--- src/rtl/apb4_rng_fetch.sv ---
`default_nettype none
// +--------------------------------------------------------------------------+
// | Module   : apb4_rng_fetch                                                |
// | Purpose  : APB4 master that seeds an RNG responder and prefetches random |
// |            words into a small FIFO for a valid/ready consumer.           |
// | Revision : 1.0 - initial release                                         |
// +--------------------------------------------------------------------------+
module apb4_rng_fetch #(
  parameter int                    DATA_WIDTH = 32,
  parameter int                    ADDR_WIDTH = 32,
  parameter logic [ADDR_WIDTH-1:0] BASE_ADDR  = '0,
  parameter int                    FIFO_DEPTH = 4
) (
  input  logic                    clk_i,
  input  logic                    rst_n_i,
  input  logic                    enable_i,
  input  logic                    seed_valid_i,
  input  logic [DATA_WIDTH-1:0]   seed_i,
  output logic                    seed_ready_o,
  output logic                    rnd_valid_o,
  output logic [DATA_WIDTH-1:0]   rnd_data_o,
  input  logic                    rnd_ready_i,
  output logic                    err_o,
  output logic [ADDR_WIDTH-1:0]   paddr_o,
  output logic                    psel_o,
  output logic                    penable_o,
  output logic                    pwrite_o,
  output logic [DATA_WIDTH-1:0]   pwdata_o,
  output logic [DATA_WIDTH/8-1:0] pstrb_o,
  output logic [2:0]              pprot_o,
  input  logic                    pready_i,
  input  logic [DATA_WIDTH-1:0]   prdata_i,
  input  logic                    pslverr_i
);

  localparam int STRB_W = DATA_WIDTH / 8;
  localparam int PTR_W  = (FIFO_DEPTH > 1) ? $clog2(FIFO_DEPTH) : 1;
  localparam int CNT_W  = PTR_W + 1;

  localparam logic [CNT_W-1:0]      DEPTH_C   = CNT_W'(FIFO_DEPTH);
  localparam logic [ADDR_WIDTH-1:0] SEED_ADDR = BASE_ADDR + ADDR_WIDTH'(4);
  localparam logic [ADDR_WIDTH-1:0] VAL_ADDR  = BASE_ADDR + ADDR_WIDTH'(8);

  localparam logic [1:0] S_IDLE   = 2'd0;
  localparam logic [1:0] S_SETUP  = 2'd1;
  localparam logic [1:0] S_ACCESS = 2'd2;

  logic [1:0]            state_q,      state_d;
  logic                  psel_q,       psel_d;
  logic                  penable_q,    penable_d;
  logic                  pwrite_q,     pwrite_d;
  logic [ADDR_WIDTH-1:0] paddr_q,      paddr_d;
  logic [DATA_WIDTH-1:0] pwdata_q,     pwdata_d;
  logic [STRB_W-1:0]     pstrb_q,      pstrb_d;
  logic                  seed_ready_q, seed_ready_d;
  logic                  err_q,        err_d;

  logic [DATA_WIDTH-1:0] mem_q [FIFO_DEPTH];
  logic [DATA_WIDTH-1:0] mem_d [FIFO_DEPTH];
  logic [PTR_W-1:0]      wr_ptr_q, wr_ptr_d;
  logic [PTR_W-1:0]      rd_ptr_q, rd_ptr_d;
  logic [CNT_W-1:0]      count_q,  count_d;

  logic seed_req;
  logic rd_req;
  logic xfer_done;
  logic push;
  logic pop;

  // seed_valid_i is still high in the cycle seed_ready_o pulses; masking it
  // there keeps one request from launching a second write.
  assign seed_req  = seed_valid_i & ~seed_ready_q;
  assign rd_req    = enable_i & (count_q < DEPTH_C);
  assign xfer_done = (state_q == S_ACCESS) & pready_i;
  assign push      = xfer_done & ~pwrite_q & ~pslverr_i;
  assign pop       = rnd_ready_i & (count_q != '0);

  // ---------------------------------------------------------------- FSM state
  always_ff @(posedge clk_i or negedge rst_n_i) begin
    if (!rst_n_i) begin
      state_q <= S_IDLE;
    end else begin
      state_q <= state_d;
    end
  end

  always_comb begin
    state_d = state_q;
    case (state_q)
      S_IDLE:   if (seed_req || rd_req) state_d = S_SETUP;
      S_SETUP:  state_d = S_ACCESS;
      S_ACCESS: if (pready_i) state_d = S_IDLE;
      default:  state_d = S_IDLE;
    endcase
  end

  // ------------------------------------------------------ registered outputs
  always_comb begin
    psel_d       = psel_q;
    penable_d    = penable_q;
    pwrite_d     = pwrite_q;
    paddr_d      = paddr_q;
    pwdata_d     = pwdata_q;
    pstrb_d      = pstrb_q;
    seed_ready_d = 1'b0;
    err_d        = err_q;
    case (state_q)
      S_IDLE: begin
        psel_d    = 1'b0;
        penable_d = 1'b0;
        if (seed_req) begin
          psel_d   = 1'b1;
          paddr_d  = SEED_ADDR;
          pwrite_d = 1'b1;
          pwdata_d = seed_i;
          pstrb_d  = '1;
        end else if (rd_req) begin
          psel_d   = 1'b1;
          paddr_d  = VAL_ADDR;
          pwrite_d = 1'b0;
          pwdata_d = '0;
          pstrb_d  = '0;
        end
      end
      S_SETUP: begin
        penable_d = 1'b1;
      end
      S_ACCESS: begin
        if (pready_i) begin
          psel_d       = 1'b0;
          penable_d    = 1'b0;
          seed_ready_d = pwrite_q;
          err_d        = err_q | pslverr_i;
        end
      end
      default: begin
        psel_d    = 1'b0;
        penable_d = 1'b0;
      end
    endcase
  end

  always_ff @(posedge clk_i or negedge rst_n_i) begin
    if (!rst_n_i) begin
      psel_q       <= 1'b0;
      penable_q    <= 1'b0;
      pwrite_q     <= 1'b0;
      paddr_q      <= '0;
      pwdata_q     <= '0;
      pstrb_q      <= '0;
      seed_ready_q <= 1'b0;
      err_q        <= 1'b0;
    end else begin
      psel_q       <= psel_d;
      penable_q    <= penable_d;
      pwrite_q     <= pwrite_d;
      paddr_q      <= paddr_d;
      pwdata_q     <= pwdata_d;
      pstrb_q      <= pstrb_d;
      seed_ready_q <= seed_ready_d;
      err_q        <= err_d;
    end
  end

  // -------------------------------------------------------------- prefetch FIFO
  // Pointers wrap naturally because FIFO_DEPTH is a power of two.
  always_comb begin
    mem_d    = mem_q;
    wr_ptr_d = wr_ptr_q;
    rd_ptr_d = rd_ptr_q;
    count_d  = count_q;
    if (push) begin
      mem_d[wr_ptr_q] = prdata_i;
      wr_ptr_d        = wr_ptr_q + 1'b1;
    end
    if (pop) begin
      rd_ptr_d = rd_ptr_q + 1'b1;
    end
    case ({push, pop})
      2'b10:   count_d = count_q + 1'b1;
      2'b01:   count_d = count_q - 1'b1;
      default: count_d = count_q;
    endcase
  end

  always_ff @(posedge clk_i or negedge rst_n_i) begin
    if (!rst_n_i) begin
      for (int i = 0; i < FIFO_DEPTH; i++) begin
        mem_q[i] <= '0;
      end
      wr_ptr_q <= '0;
      rd_ptr_q <= '0;
      count_q  <= '0;
    end else begin
      mem_q    <= mem_d;
      wr_ptr_q <= wr_ptr_d;
      rd_ptr_q <= rd_ptr_d;
      count_q  <= count_d;
    end
  end

  assign rnd_valid_o  = (count_q != '0);
  assign rnd_data_o   = (count_q != '0) ? mem_q[rd_ptr_q] : '0;
  assign seed_ready_o = seed_ready_q;
  assign err_o        = err_q;
  assign psel_o       = psel_q;
  assign penable_o    = penable_q;
  assign pwrite_o     = pwrite_q;
  assign paddr_o      = paddr_q;
  assign pwdata_o     = pwdata_q;
  assign pstrb_o      = pstrb_q;
  assign pprot_o      = 3'b000;

endmodule
`default_nettype wire

--- config.mk ---
export PLATFORM = sky130hd
export DESIGN_NAME = apb4_rng_fetch
export DESIGN_NICKNAME = d
export VERILOG_FILES = /design/src/rtl/apb4_rng_fetch.sv
export SDC_FILE = /design/constraint.sdc
export NUM_CORES = 1
export LEC_CHECK = 0
export ABC_AREA = 1
export ABC_CLOCK_PERIOD_IN_PS = 3360
export CAP_MARGIN = 20
export CORE_MARGIN = 8
export CORE_UTILIZATION = 56
export CTS_BUF_LIST = sky130_fd_sc_hd__clkbuf_16
export DETAILED_ROUTE_END_ITERATION = 8
export HOLD_SLACK_MARGIN = 0.1
export PLACE_DENSITY = 0.86
export SYNTH_ARGS = -nofsm -noshare
export SYNTH_HDL_FRONTEND = slang
export SYNTH_SLANG_ARGS = --single-unit
--- constraint.sdc ---
create_clock -name clk_i -period 3.36 [get_ports clk_i]
set_input_delay 1.008 -clock clk_i [delete_from_list [all_inputs] [get_ports clk_i]]
set_output_delay 1.008 -clock clk_i [all_outputs]
set_load 0.01 [all_outputs]
# Word level (Yosys, flattened, before mapping)
# Index checks and enable logic that the tools add are counted.
[word_totals] register_bits=210 input_bits=71 out_inout_bits=109 wordCells=79
[op_classes] add_sub_neg=4 n_lt_le_gt_ge=4 n_eq_ne=6 n_mux=26 bitwise=13 reduce_logical=10
[ops] cell="$mux 32" n=8
[ops] cell="$bwmux 128" n=1
[ops] cell="$bmux 32 s2" n=1
[ops] cell="$demux 32 s2" n=1
[ops] cell="$mux 4" n=2
[ops] cell="$reduce_and 2->1" n=4
[ops] cell="$mux 1" n=7
[ops] cell="$and 1x1->1" n=6
[ops] cell="$ge 3x3->1 const B" n=2
[ops] cell="$not 2->3" n=2
[ops] cell="$pmux 2 s3" n=1
[ops] cell="$pmux 3 s2" n=1
[ops] cell="$add 2x1->2 const B" n=2
[ops] cell="$eq 2x1->1 const B" n=2
[ops] cell="$eq 2x2->1 const B" n=2
[ops] cell="$mux 2" n=2
[ops] cell="$ne 2x2->1 const B" n=2
[ops] cell="$not 1->1" n=4
[ops] cell="$reduce_bool 2->1" n=2
[ops] cell="$add 3x1->3 const B" n=1
[ops] cell="$lt 3x1->1 const B" n=1
[ops] cell="$lt 3x3->1 const B" n=1
[ops] cell="$pmux 1 s3" n=1
[ops] cell="$reduce_bool 3->1" n=1
[ops] cell="other kinds (6)" n=6

# Longest topological paths before layout
# Gate-level depths: netlist of run 1.
[depth] word_depth=6 ltp_mapped=13 ltp_nobuf=12

# Worst setup path after synthesis of run 1
# No wires, ideal clock.
[synth_timing] path_type="input-to-reg" from="in pslverr_i" to="reg count_q[1]" setup_ps=83 t_arrival_ps=2420 required_time_ps=3277 slack_ps=858 path_stages=9 n_path_buf=1 path_cell_list="nor2_2 -> inv_2 -> nor2_2 -> buf_6 -> inv_1 -> ha_1 -> inv_1 -> fa_1 -> o21ai_0"
[synth_between] elab_chain_cells=4 elab_cells_between_ends=6 cone_classes="2 x eq/ne; 1 x mux; 2 x bitwise; 1 x reduce/logical"
[synth_lines] item="start, declared" line_no="33" rtl="input logic pslverr_i"
[synth_lines] item="$not 1->1 *" line_no="75" rtl="assign push = xfer_done & ~pwrite_q & ~pslverr_i;"
[synth_lines] item="$and 1x1->1 *" line_no="75"
[synth_lines] item="$eq 2x1->1 / $eq 2x2->1 (equally long branches)" line_no="179" rtl="case ({push, pop})"
[synth_lines] item="$pmux 3 s2 / $reduce_bool 2->1 (equally long branches)"
[synth_lines] item="end signal, assigned" line_no="198" rtl="count_q <= count_d;"
[synth_lines] item="end, declared" line_no="62" rtl="logic [CNT_W-1:0] count_q, count_d;"
# Every way passes the cells marked *; elsewhere a longest branch is shown, timed or not.
# A chain may end at the register's enable or synchronous reset.

# Worst setup path in the final report of run 1
[layout_timing] from="reg rd_ptr_q[1]" to="out rnd_data_o[11]"
[layout_between] elab_chain_cells=5
[layout_lines] item="start, declared" line_no="61" rtl="logic [PTR_W-1:0] rd_ptr_q, rd_ptr_d;"
[layout_lines] item="start signal, assigned" line_no="197" rtl="rd_ptr_q <= rd_ptr_d;"
[layout_lines] item="$not 2->3 (implied by the code)" line_no="203" rtl="assign rnd_data_o = (count_q != '0) ? mem_q[rd_ptr_q] : '0;"
[layout_lines] item="$bmux 32 s2" line_no="203"
[layout_lines] item="$mux 32 (implied by the code) (2 in a row)" line_no="203"
[layout_lines] item="$mux 32" line_no="203"
[layout_lines] item="end, declared" line_no="21" rtl="output logic [DATA_WIDTH-1:0] rnd_data_o,"
# Every way passes these cells. The select of a mux whose other input is x is not followed.

==> flow_summary_export.csv, run 1 <==
group,metric,value,unit
run_status,run_status,"finished, final reports clean",
detailed_routing,drt-initial-drc-count,763,
global_routing,first_global_vias,7734,
global_routing,grt_pass1_wl,39200,µm
clocking,postCtsResizedCells,0,
layout,final_util,69.4,%
logic_synthesis,ys_seq_area_share,49.6,%
detailed_routing,wl,23800,µm
place,finalWeightedCongestion,0.766,
detailed_routing,wl_per_cell,15.5,µm
place,hpwlAfterDp,15000,µm
power_and_ir_drop,p_per_area,913,nW/µm²
logic_synthesis,syn_area,8830,µm²
sta,rsz0062_at_grt,"no",
die,die_h,142,µm
logic_synthesis,synthFlopType,"dfrtp_1",
setup_path,criticalPathCategory,"reg2out",
detailed_routing,viasPerCell,5.10,
sta,postLayoutSetupSlackWorst,0.0983,ns
die,core_area,15700,µm²
logic_synthesis,synth_enable_flop_cells,0,
layout,drive_gt1_share,4.56,%
sta,drv_slew,0,
power_and_ir_drop,peakVddDrop,0.595,mV
clocking,cts_hold_buffers,0,
job,cap_violations,0,
place,numPortBuffers,146,
setup_path,critPathCaptureType,"output port",
detailed_routing,dr.pass1.iters,5,
clocking,clk_pin_slew_worst_paths,0.06,ns
logic_synthesis,async_flop_share,100,%
sta,finalSetupTns,0,ns
sta,setup_viol,0,
power_and_ir_drop,p_total,9.92,mW
sta,fmax,307,MHz
layout,synthToLayoutAreaGrowth,23.0,%
logic_synthesis,ys_ff_latch,175,
sta,tightest_slew,0.898,ns
clocking,cts_root_buffer,"clkbuf_16",
setup_path,r2r_setup_slack,1.39,ns
logic_synthesis,synth.distinct_cells,22,
die,die_w,142,µm
die,rows,46,
setup_path,critPathArrivalTime,2.25,ns
sta,maxSlewHeadroom,40.1,%
clocking,cts_tree,"done",
setup_path,start_kind,"flip-flop",
global_routing,grt_util_all_layers,24.5,%
sta,finalCritPeriodShare,97.1,%
min_path,hp-class,"reg2reg",
logic_synthesis,synth_top_area_share,49.6,%
detailed_routing,ant_nets,0,
logic_synthesis,synth_area_per_cell,7.39,µm²
clocking,ctsHtreeMaxLevel,4,
setup_path,required,2.35,ns
detailed_routing,drc,0,
clocking,clockBufferDepth,2,
layout,diodes,0,
sta,hold_viol,0,
setup_path,critPathMaxFanout,24,
sta,fin_crit,3.26,ns
power_and_ir_drop,p_leak,5.75,nW
place,place_ws,0.371,ns
global_routing,grt_max_degree,132,
sta,finalClockSkew,0.00675,ns
layout,fin_nets,1382,
global_routing,overflow,0,
die,initial_utilization,56.4,%
clocking,postCtsSetupBuffers,0,
logic_synthesis,yosysWarnings,0,
logic_synthesis,synthCells,1194,
clocking,clock-sinks,175,
logic_synthesis,synth_largest_area_cell,"dfrtp_1",
clocking,numCtsBuffers,17,
clocking,clock_latency,0.43,ns
die,dieArea,20000,µm²
global_routing,antenna_found_initial,0,
die,ios,180,
detailed_routing,vias,7824,
logic_synthesis,synthTopCellsByArea,"dfrtp_1 50%, nand2_1 22%, nand3_1 11%",
[power breakdown]
part / switching (mW) / total, mW / internal, mW
combinational: 2.71 / 4.68 / 1.97
sequential: 0.463 / 3.36 / 2.89
clock: 0.808 / 1.88 / 1.07
[flip-flops by register name (all words and copies together), names as in the netlist, 2 cells and up]
register / flops
mem_q: 128
pwdata_o: 32
count_q: 3
rd_ptr_q: 2
state_q: 2
wr_ptr_q: 2
[worst paths after layout]
kind | startpoint | endpoint | cells after the start
max in group asynchronous | rst_n_i | mem_q[28] | 2
worst min-delay path | mem_q[63] | mem_q[63] | 2
min in group asynchronous | rst_n_i | mem_q[38] | 1
worst max register to register | pstrb_o[2] | count_q[1] | 8
worst max-delay path | rd_ptr_q[1] | rnd_data_o[11] | 5
worst min register to register | mem_q[63] | mem_q[63] | 2
[final cells by class]
type | count | area, µm²
fillers | 1288 | 4790
flip-flops and latches | 175 | 4380
multi-input cells | 791 | 3380
repair buffers | 170 | 1720
inverters | 150 | 563
clock buffers | 17 | 425
well taps | 216 | 270
clock inverters | 14 | 128
[worst max-delay path: stages (launching register included)]
cell	delay [ns]
dfrtp_1	0.37
inv_1	0.30
buf_12	0.24
nand3_1	0.09
a21oi_1	0.23
clkdlybuf4s50_1	0.58
[metrics by stage]
| stage | hold slack (ns) | cell area (µm²) | cells |
|---|---|---|---|
| final | 0.471 | 10900 | 1533 |
| after global routing | 0.481 | 10900 | 1533 |
| after CTS | 0.473 | 10900 | 1533 |
| after detailed placement | 0.458 | 10300 | 1502 |
| after global placement | 0.453 | 10300 | 1502 |
| after floorplan | 0.442 | 8950 | 1226 |
[metal layers]
metal | up-vias | global-route usage, % | wire length [µm]
met5 | - | 0 | 0
met4 | 0 | 8.71 | 497
met3 | 44 | 7.90 | 2390
met2 | 340 | 40.0 | 11500
met1 | 3653 | 29.8 | 9410
li1 | 3787 | - | -
[kinds of logic (layout without fill, tap and decap cells)]
logic type / after synthesis / after routing / share of synthesized area [%]
simple gates: 713 / 713 / 33.5
buf+inv: 260 / 351 / 13.6
flops: 175 / 175 / 49.6
compound gates: 37 / 37 / 2.14
fa+ha+maj: 6 / 6 / 0.936
xor+xnor: 2 / 2 / 0.198
other cells: 1 / 33 / 0.0425
[Yosys cell counts (2+ instances only)]
master    number
nand2_1      506
nor2_1         2
a21oi_1       33
ha_1           5
nor2_2         2
dfrtp_1      175
clkbuf_1      42
nand4_1        5
nand3_1      196
xnor2_1        2
buf_2         13
o21ai_0        3
inv_1        149
buf_1          8
buf_6          9
buf_4         38
[cell usage in the layout, fill, tap and decap left out]
| master | count |
|---|---|
| buf_6 | 1 |
| o21ai_0 | 3 |
| clkdlybuf4s50_1 | 145 |
| nor2_4 | 2 |
| clkinv_1 | 3 |
| nand2_1 | 506 |
| nand3_1 | 196 |
| nor2_1 | 2 |
| nor3_4 | 1 |
| bufinv_16 | 2 |
| inv_2 | 2 |
| nor2_2 | 1 |
| clkinv_2 | 3 |
| clkbuf_16 | 17 |
| clkinvlp_4 | 5 |
| fa_1 | 1 |
| inv_1 | 149 |
| conb_1 | 33 |
| a21oi_1 | 33 |
| buf_12 | 6 |
| dfrtp_1 | 174 |
| xnor2_1 | 2 |
| ha_1 | 5 |
| nand4_1 | 5 |
| a31o_2 | 1 |
| buf_4 | 18 |
| dfrtp_2 | 1 |
Note: power is estimated with default switching activity, not from simulation.
==> run 2, diff against run 1 <==
- CORE_MARGIN: 8 -> not set
- CORE_UTILIZATION: 56 -> 57
- CTS_BUF_LIST: sky130_fd_sc_hd__clkbuf_16 -> sky130_fd_sc_hd__clkbuf_2 sky130_fd_sc_hd__clkbuf_4 sky130_fd_sc_hd__clkbuf_8
- PLACE_DENSITY: 0.86 -> 0.87
==> flow_summary_export.csv, run 2 (same netlist as run 1, synthesis figures left out) <==
group,metric,value,unit
run_status,run_status,"finished, final reports clean",
place,place_ws,0.356,ns
sta,setup_viol,0,
detailed_routing,dr.pass1.iters,5,
die,dieArea,16000,µm²
setup_path,start_kind,"flip-flop",
sta,hold_viol,0,
place,hpwlAfterDp,14200,µm
die,ios,180,
global_routing,grt_pass1_wl,37800,µm
clocking,numCtsBuffers,17,
setup_path,critPathMaxFanout,34,
setup_path,critPathArrivalTime,2.30,ns
layout,regArea,4380,µm²
detailed_routing,vias,7928,
layout,fin_nets,1386,
sta,fmax,302,MHz
layout,fill_cells,1199,
sta,fin_crit,3.31,ns
power_and_ir_drop,p_per_area,885,nW/µm²
clocking,cts_hold_buffers,0,
min_path,hp-class,"reg2reg",
layout,diodes,0,
sta,holdWs,0.475,ns
die,die_w,126,µm
layout,layout_common_cells,"506 x nand2_1, 196 x nand3_1, 174 x dfrtp_1",
layout,multi_input_area,3380,µm²
global_routing,grt_util_all_layers,30.2,%
sta,finalCritPeriodShare,98.6,%
layout,drive_gt1_share,5.30,%
clocking,clock_latency,0.48,ns
layout,regMostFlops,"mem_q",
setup_path,cp_cell_sequence,"buf_4 > nand3_1 > a21oi_1 > clkdlybuf4s50_1",
sta,tightest_slew,0.815,ns
sta,drv_slew,0,
clocking,clockBufferDepth,2,
setup_path,crit_slowest_cell,"clkdlybuf4s50_1",
global_routing,antenna_found_initial,0,
setup_path,required,2.35,ns
die,rows,45,
die,die_h,126,µm
power_and_ir_drop,peakVddDrop,0.560,mV
clocking,clk_pin_slew_worst_paths,0.09,ns
place,finalWeightedCongestion,0.778,
global_routing,grt_max_degree,132,
sta,finalSetupTns,0,ns
sta,postLayoutSetupSlackWorst,0.0487,ns
job,cap_violations,0,
global_routing,first_global_vias,7768,
layout,synthToLayoutAreaGrowth,21.1,%
place,numPortBuffers,146,
detailed_routing,ant_nets,0,
die,core_area,15100,µm²
clocking,postCtsSetupBuffers,0,
sta,finalClockSkew,0.0134,ns
clocking,ctsHtreeMaxLevel,4,
detailed_routing,wl_per_cell,14.9,µm
setup_path,critical_path.top_delay_family,"buffers and inverters",
power_and_ir_drop,p_leak,5.69,nW
setup_path,criticalPathCategory,"reg2out",
detailed_routing,wl,22500,µm
die,initial_utilization,58.3,%
global_routing,overflow,0,
sta,rsz0062_at_grt,"no",
clocking,cts_tree,"done",
layout,largest_reg_flops,128,
layout,final_common_cell,"nand2_1",
setup_path,crit_buf_inv,2,
setup_path,critPathMaxStageDelay,0.62,ns
clocking,cts_root_buffer,"clkbuf_8",
detailed_routing,drc,0,
detailed_routing,drt-initial-drc-count,911,
power_and_ir_drop,p_total,9.46,mW
setup_path,critPathCaptureType,"output port",
detailed_routing,viasPerCell,5.25,
clocking,postCtsResizedCells,0,
sta,maxSlewHeadroom,45.6,%
clocking,clock-sinks,175,
[run 2: cell types whose count changed in the layout (fill, tap and decap cells not counted), sizes merged]
cell      delta
clkinv       +1
clkinvlp     -2
buf          +4
inv          +2
clkbuf       +1
bufinv       -1
[run 2: metrics by stage]
step,area [µm²],utilization (%),std cells
detailed placement,10300,68.0,1478
finish,10700,70.6,1510
global route,10700,70.6,1510
CTS,10700,70.5,1510
floorplan,8950,-,1226
global placement,10300,68.0,1478
[run 2: final timing paths]
kind                                  endpoint  slack [ns]         from  cells past startpoint
worst min register to register       mem_q[49]        0.47    mem_q[49]                      2
worst max-delay path            rnd_data_o[19]        0.05  rd_ptr_q[1]                      4
min in group asynchronous           mem_q[103]        0.50      rst_n_i                      1
max in group asynchronous            mem_q[18]        2.16      rst_n_i                      2
worst min-delay path                 mem_q[49]        0.47    mem_q[49]                      2
worst max register to register      count_q[1]        1.34   pstrb_o[2]                      8
[run 2: tightest hold or removal path: cells and delay by family, from the launching register on]
family / cells / cell delay [ns]
simple gates: 2 / 0.10
flops: 1 / 0.35
[run 2: cell type report]
cell class                 instances  share of cell area, %
inverter                         150                   5.30
clock buffer                      18                   2.32
clock inverter                    14                   1.25
tap                              188                   2.20
timing repair buffer             174                   16.4
multi-input combinational        791                   31.6
sequential                       175                   41.0
[run 2: routing by layer]
| layer | wire (µm) | share of wire, % | track usage, % |
|---|---|---|---|
| met5 | 0 | 0 | 0 |
| met3 | 1980 | 8.8 | 7.30 |
| met2 | 10800 | 48 | 49.1 |
| met1 | 9150 | 41 | 38.6 |
| met4 | 639 | 2.8 | 13.5 |
[run 2: report_power, final]
part           internal [mW]  switching (mW)  leakage (nW)
Combinational           2.00            2.69          3.20
Clock                  0.617           0.804         0.190
Sequential              2.88           0.462          2.30
Total                   5.50            3.96          5.69
